## config.mk

```make
export PLATFORM = sky130hd
export DESIGN_NAME = literal_width_adapter
export DESIGN_NICKNAME = d
export VERILOG_FILES = /design/src/rtl/literal_width_adapter_pkg.sv /design/src/rtl/literal_width_adapter_skid_buffer2.sv /design/src/rtl/literal_width_adapter.sv
export SDC_FILE = /design/constraint.sdc
export NUM_CORES = 1
export LEC_CHECK = 0
export BUFFER_PORTS_ARGS = -buffer_cell sky130_fd_sc_hd__buf_4
export CAP_MARGIN = 40
export CORE_ASPECT_RATIO = 1.1
export CORE_MARGIN = 2
export CORE_UTILIZATION = 45
export DETAILED_ROUTE_END_ITERATION = 8
export GPL_TIMING_DRIVEN = 0
export HOLD_SLACK_MARGIN = 0.06
export PLACE_DENSITY = 0.68
export SLEW_MARGIN = 5
export SYNTH_ARGS = -nofsm -noshare
export SYNTH_HDL_FRONTEND = slang
export SYNTH_HIERARCHICAL = 1
export SYNTH_SLANG_ARGS = --single-unit
```

## constraint.sdc

```tcl
create_clock -name clk -period 3.7 [get_ports clk]
set_input_delay 0.185 -clock clk [delete_from_list [all_inputs] [get_ports clk]]
set_output_delay 0.185 -clock clk [all_outputs]
set_load 0.05 [all_outputs]
```

## src/rtl/literal_width_adapter_pkg.sv

```systemverilog
// Shared definitions for the literal width adapter: the 2-bit fill-mode type
// and its encodings.
package literal_width_adapter_pkg;

    typedef logic [1:0] mode_t;

    localparam mode_t MODE_ZERO = 2'd0;  // pad with zeros
    localparam mode_t MODE_SIGN = 2'd1;  // replicate leftmost input bit
    localparam mode_t MODE_ONES = 2'd2;  // pad with ones
    localparam mode_t MODE_SAT  = 2'd3;  // unsigned saturate on truncation

endpackage

```

## src/rtl/literal_width_adapter_skid_buffer2.sv

```systemverilog
// Two-entry FIFO-ordered valid/ready buffer. The head entry drives the output
// directly from a register, so an accepted beat is visible the next cycle.
// The input ready is registered and means "not full after this edge".
module literal_width_adapter_skid_buffer2
    import literal_width_adapter_pkg::*;
#(
    parameter int W = 8
) (
    input  logic         clk,
    input  logic         rst_n,
    input  logic         in_valid,
    output logic         in_ready,
    input  logic [W-1:0] in_data,
    output logic         out_valid,
    input  logic         out_ready,
    output logic [W-1:0] out_data
);

    logic [W-1:0] slot0;  // head of queue, drives the output
    logic [W-1:0] slot1;  // second entry, queued behind the head
    logic [1:0]   count;
    logic [1:0]   count_nxt;
    logic         push;
    logic         pop;

    assign push      = in_valid & in_ready;
    assign pop       = out_valid & out_ready;
    assign out_valid = (count != 2'd0);
    assign out_data  = slot0;

    // Next occupancy; push and pop together leave it unchanged.
    always_comb begin
        count_nxt = count;
        if (push && !pop) begin
            count_nxt = count + 2'd1;
        end else if (pop && !push) begin
            count_nxt = count - 2'd1;
        end
    end

    // Occupancy and registered ready; ready stays low while in reset.
    always_ff @(posedge clk or negedge rst_n) begin
        if (!rst_n) begin
            count    <= 2'd0;
            in_ready <= 1'b0;
        end else begin
            count    <= count_nxt;
            in_ready <= (count_nxt != 2'd2);
        end
    end

    // Entry storage: a pop shifts slot1 forward; a push lands in the first
    // slot that will be free after this edge.
    always_ff @(posedge clk or negedge rst_n) begin
        if (!rst_n) begin
            slot0 <= '0;
            slot1 <= '0;
        end else begin
            if (pop) begin
                slot0 <= slot1;
            end
            if (push) begin
                if ((count == 2'd0) || ((count == 2'd1) && pop)) begin
                    slot0 <= in_data;
                end else begin
                    slot1 <= in_data;
                end
            end
        end
    end

endmodule

```

## src/rtl/literal_width_adapter.sv

```systemverilog
// Streaming width converter. Each accepted beat is left-padded (narrow input)
// or left-truncated (wide input) to OUT_W according to its fill mode, tagged
// with a truncation flag, and queued in a two-entry skid buffer. A saturating
// counter tallies accepted beats that lost information.
module literal_width_adapter
    import literal_width_adapter_pkg::*;
#(
    parameter int IN_W  = 8,
    parameter int OUT_W = 12,
    parameter int CNT_W = 16
) (
    input  logic             clk,
    input  logic             rst_n,
    input  logic             in_valid,
    output logic             in_ready,
    input  logic [IN_W-1:0]  in_data,
    input  mode_t            in_mode,
    output logic             out_valid,
    input  logic             out_ready,
    output logic [OUT_W-1:0] out_data,
    output logic             out_trunc,
    output logic [CNT_W-1:0] trunc_cnt,
    input  logic             cnt_clr
);

    localparam int MAX_W = (IN_W > OUT_W) ? IN_W : OUT_W;

    // Returns {trunc, data}. The input is first widened to MAX_W with the
    // mode's fill bit; the bits above OUT_W are then the ones a truncation
    // drops (none when IN_W <= OUT_W, which forces trunc to 0).
    function automatic logic [OUT_W:0] convert(input logic [IN_W-1:0] d,
                                               input mode_t           m);
        logic [MAX_W-1:0] w;
        logic [OUT_W-1:0] r;
        logic             fill;
        logic             any1;
        logic             all1;
        logic             mism;
        logic             t;
        w    = MAX_W'(d);
        fill = (m == MODE_SIGN) ? d[IN_W-1] : (m == MODE_ONES);
        for (int i = IN_W; i < MAX_W; i++) begin
            w[i] = fill;
        end
        any1 = 1'b0;
        all1 = 1'b1;
        mism = 1'b0;
        for (int i = OUT_W; i < MAX_W; i++) begin
            any1 = any1 | w[i];
            all1 = all1 & w[i];
            mism = mism | (w[i] != w[OUT_W-1]);
        end
        r = w[OUT_W-1:0];
        case (m)
            MODE_ZERO: t = any1;
            MODE_SIGN: t = mism;
            MODE_ONES: t = ~all1;
            default: begin
                t = any1;
                if (any1) begin
                    r = '1;
                end
            end
        endcase
        return {t, r};
    endfunction

    logic [OUT_W:0] conv;
    logic [OUT_W:0] buf_out;
    logic           accept;

    assign conv      = convert(in_data, in_mode);
    assign accept    = in_valid & in_ready;
    assign out_data  = buf_out[OUT_W-1:0];
    assign out_trunc = buf_out[OUT_W];

    literal_width_adapter_skid_buffer2 #(
        .W (OUT_W + 1)
    ) u_skid (
        .clk       (clk),
        .rst_n     (rst_n),
        .in_valid  (in_valid),
        .in_ready  (in_ready),
        .in_data   (conv),
        .out_valid (out_valid),
        .out_ready (out_ready),
        .out_data  (buf_out)
    );

    // Truncation event counter: clear wins over a same-cycle increment,
    // and the count sticks at all-ones.
    always_ff @(posedge clk or negedge rst_n) begin
        if (!rst_n) begin
            trunc_cnt <= '0;
        end else if (cnt_clr) begin
            trunc_cnt <= '0;
        end else if (accept && conv[OUT_W] && (trunc_cnt != '1)) begin
            trunc_cnt <= trunc_cnt + CNT_W'(1);
        end
    end

endmodule

```

* Yosys cells after proc, flatten, opt, wreduce, memory -nomap -nowiden *
Cells that the tools add are included.
W data, S select, Z words.

word-level totals
  flip-flop bits (word level) = 25
  word-level logic and storage cells = 28

cells by class
  add/sub/neg operators = 2
  equality and inequality tests = 4
  multiplexer cells = 6
  bitwise operators = 3
  reduce and logical (&&, ||, !) cells = 9

operator list
  cell                   number
  $mux W13               3
  $eq A2 B1 Y1 const B   2
  $mux W2                2
  $logic_and A1 B1 Y1    3
  $add A2 B1 Y2 const B  1
  $and A1 B1 Y1          2
  $eq A2 B2 Y1 const B   1
  $logic_not A1 Y1       2
  $logic_not A2 Y1       1
  $ne A2 B2 Y1 const B   1
  $reduce_and A2 Y1      1
  $reduce_bool A2 Y1     1
  $sub A2 B1 Y2 const B  1
  $logic_or A1 B1 Y1     1
  $mux W1                1
  $not A1 Y1             1

* Depth between registers and ports, before layout *
  word-level depth = 6
  gate-level depth with buffers = 6

* Modules after synthesis *
The synthesis kept the hierarchy.

modules (own cells, without submodules)
  module                              times used  cells an instance  area each (µm²)  sequential area each (µm²)
  literal_width_adapter_skid_buffer2  1           94                 1468.9           725.7
  literal_width_adapter               1           20                 143.9            0.0

* Worst setup path after synthesis *
No wires, ideal clock.

  path kind = flip-flop to flip-flop
  start = register u_skid.count[0]
  end = register u_skid.slot0[0] (netlist: u_skid/out_data[0])
  data arrival time = 1.490 ns
  slack = 2.084 ns
  stages on the path, launching flop included = 7
  period minus slack after synthesis = 1.616 ns
  path through = dfrtp_1 -> inv_1 -> ha_1 -> a21oi_1 -> nand2b_4 -> buf_6 -> mux2_4

between the ends
  cells in the longest elaborated chain, start to end = 6

RTL lines
  item                    line                                      source
  from (decl)             literal_width_adapter_skid_buffer2.sv:21  logic [1:0] count;
  from (signal assigned)  literal_width_adapter_skid_buffer2.sv:47  count <= count_nxt;
  $reduce_bool A2 Y1      literal_width_adapter_skid_buffer2.sv:28  assign out_valid = (count != 2'd0);
  $and A1 B1 Y1           literal_width_adapter_skid_buffer2.sv:27  assign pop = out_valid & out_ready;
  $logic_and A1 B1 Y1     literal_width_adapter_skid_buffer2.sv:63  if ((count == 2'd0) || ((count == 2'd1) && pop)) begin
  $logic_or A1 B1 Y1      literal_width_adapter_skid_buffer2.sv:63
  $mux W13                literal_width_adapter_skid_buffer2.sv:63
  $mux W13 *              literal_width_adapter_skid_buffer2.sv:62  if (push) begin
  to (signal assigned)    literal_width_adapter_skid_buffer2.sv:60  slot0 <= slot1;
  to (signal assigned)    literal_width_adapter_skid_buffer2.sv:64  slot0 <= in_data;
  to (decl)               literal_width_adapter_skid_buffer2.sv:19  logic [W-1:0] slot0;

Every way passes the cells marked *; elsewhere a longest branch is shown, timed or not.
A chain may end at the register's enable or synchronous reset.

* Worst setup path after layout *
  start = register u_skid.count[0]
  end = register u_skid.slot0[6] (netlist: u_skid/out_data[6])

The elaborated chain is that of the path after synthesis.

==> impl_metrics.tcl <==
set metrics [dict create \
    status "finished, final reports clean" \
    fin_ws_ns 1.93 \
    crit_path_start "u_skid/count[0]$_DFF_PN0_" \
    yosysTopAreaCell "dfrtp_1" \
    ctsResizeCount 0 \
    reg2reg_depth 6 \
    hold_violations 0 \
    antenna_found_initial 0 \
    cts_max_level 2 \
    clock-root-buffer "clkbuf_4" \
    grt_usage 0.155 \
    die_area_mm2 0.00408 \
    netlist_area_mm2 0.00161 \
    clk_path_buf_depth 2 \
    power.leakage_nw 1.06 \
    path_class "flop to flop" \
    final_util 0.593 \
    rows 22 \
    drive_gt1_frac 0.583 \
    die_w_um 61.1 \
    synth-seq-cells 29 \
    io_pins 46 \
    yosys_warnings 6 \
    power.density_mw_per_mm2 945 \
    nNetsFinal 184 \
    ant_nets 0 \
    yosysTopAreaCellShare 0.450 \
    skew_ns 0.00692 \
    drv_cap 0 \
    grt_overflow_total 0 \
    setup_tns_ns 0 \
    worstPathRequired_ns 3.91 \
    fin_crit_ns 1.77 \
    clk_pin_slew_ns 0.09 \
    pre_cts_ws_ns 1.93 \
    max_freq_mhz 564 \
    endpoint "u_skid/out_data[6]$_DFF_PN0_" \
    r2r_slack_ns 1.93 \
    viasPerCell 4.49 \
    ctsHoldBuffers 1 \
    final-setup-viol-count 0 \
    rsz0062_at_grt "false" \
    cts_setup_buffers 0 \
    grt_pass1_vias 1000 \
    cts_tree "built" \
    reg2reg_from "u_skid/count[0]$_DFF_PN0_" \
    grt_max_degree 30 \
    antenna_cells 0 \
    initial_core_util 0.476 \
    arrival_ns 1.98 \
    cp-start-kind "flop" \
    ys_types 23 \
    hpwl_um 1960 \
    grt_pass1_wl_um 4490 \
    ir_worst_vdd_mv 0.356 \
    drt_pass1_iterations 2 \
    synthCells 114 \
    final_cells 216 \
    area_delta_synth_final_pct 24.5 \
    min_path_type "primary input to flop" \
    yosys-top-cells-area "dfrtp_1 (45%), mux2_4 (24%), mux2_2 (8.4%), buf_4 (7.9%), buf_6 (2.8%)" \
    core_mm2 0.00339 \
    synth_seq_area_share 0.450 \
    crit_fanout 10 \
    place_congestion 0.725 \
    clk_latency_ns 0.32 \
    routedWlPerCell_um 12.5 \
    drt_iter0_drc 45 \
    cts_inserted_buffers 5 \
    fin_crit_sh 0.479 \
    drc 0 \
    cp-end-kind "flop" \
    avgSynthCellArea_um2 14.1 \
    clkSinkCount 29 \
    port_buffers 28 \
    dpl.cell_count 207 \
    vias 969 \
    die_height_um 66.8 \
    timing.rr.end "u_skid/out_data[6]$_DFF_PN0_" \
    totalWireLength_um 2710 \
    final_max_slew_viol_count 0 \
]
==> final cells by class <==
class	count	area, um^2
clock buffers	6	41.3
well taps	48	60.1
clock inverters	2	10.0
inverters	4	15.0
multi-input cells	77	763
flip-flops and latches	29	726
fillers	309	1380
plain buffers	21	173
repair buffers	29	220
==> where the power goes <==
part,total [mW],internal [mW],switching [mW],leakage [nW]
logic,1.16,0.567,0.588,0.682
registers,0.566,0.478,0.0885,0.346
clock network,0.177,0.0722,0.105,0.0320
total,1.90,1.12,0.781,1.06
==> synthesized netlist by cell type <==
cell type,number
ha_1,2
conb_1,1
nand3b_1,1
nor4_1,1
nand2b_4,2
o21ai_0,2
a21oi_1,3
buf_4,17
mux2_1,1
and2_1,1
a211oi_1,1
mux2_2,12
nand2_2,1
inv_1,4
xnor2_1,1
mux2_4,26
nor2_1,1
dfrtp_1,29
xor2_1,1
o2bb2ai_1,1
and4_1,1
o21ai_2,1
buf_6,4
==> through the flow <==
| step | instance area, um^2 | hold slack (ns) | power (mW) |
|---|---|---|---|
| CTS | 2010 | 0.0798 | 1.92 |
| finish | 2010 | 0.0975 | 1.90 |
| floorplan | 1680 | -0.111 | 1.49 |
| global route | 2010 | 0.0789 | 2.03 |
| detailed placement | 1950 | 0.132 | 1.74 |
| global placement | 1950 | 0.126 | 1.70 |
==> cell usage in the layout, fill, tap and decap left out, types with 2 or more instances in the layout <==
cell and count:
conb_1 18, buf_4 45, inv_1 4, a21oi_1 3, clkinv_2 2, buf_6 4, ha_1 2, nand2b_4 2
mux2_2 12, clkbuf_4 5, o21ai_0 2, mux2_4 26, dfrtp_1 29
==> critical path: stages (launching register included) <==
cell	delay (ns)
dfrtp_1	0.43
inv_1	0.08
ha_1	0.22
a21oi_1	0.20
nand2b_4	0.21
buf_6	0.20
mux2_4	0.31
==> worst min-delay path by stage <==
stage | from | end | slack [ns] | cells after the start
2_1_floorplan | rst_n | u_skid/count[0]$_DFF_PN0_ | -0.11 | 0
3_3_place_gp | rst_n | u_skid/out_data[1]$_DFF_PN0_ | 0.13 | 1
3_5_place_dp | rst_n | u_skid/out_data[1]$_DFF_PN0_ | 0.13 | 1
4_1_cts | in_data[4] | u_skid/out_data[4]$_DFF_PN0_ | 0.08 | 2
5_1_grt | in_data[5] | u_skid/slot1[5]$_DFFE_PN0P_ | 0.08 | 2
6_report | in_data[4] | u_skid/out_data[4]$_DFF_PN0_ | 0.1 | 2
==> registers in the layout (all words and copies together) (netlist names) <==
| register | cells |
|---|---|
| u_skid/out_data | 13 |
| u_skid/count | 2 |
| u_skid/slot1 | 13 |
| u_skid/in_ready | 1 |
==> cells by family after synthesis <==
| logic type | Yosys count | share of synthesized area |
|---|---|---|
| AOI/OAI and AO/OA | 8 | 0.0310 |
| muxes | 39 | 0.333 |
| xor gates and xnor gates | 2 | 0.0109 |
| adders and majority gates | 2 | 0.0155 |
| DFF | 29 | 0.450 |
| and+or+nand+nor | 8 | 0.0411 |
| buffers and inverters | 25 | 0.116 |
| other | 1 | 0.00233 |
==> layer usage <==
metal / wire [um] / vias up / track usage
li1: - / 465 / -
met1: 1090 / 472 / 0.173
met2: 1440 / 30 / 0.267
met3: 156 / 2 / 0.0583
met4: 19 / 0 / 0.0489
met5: 0 / - / 0
Note: power is estimated with default switching activity, not from simulation.
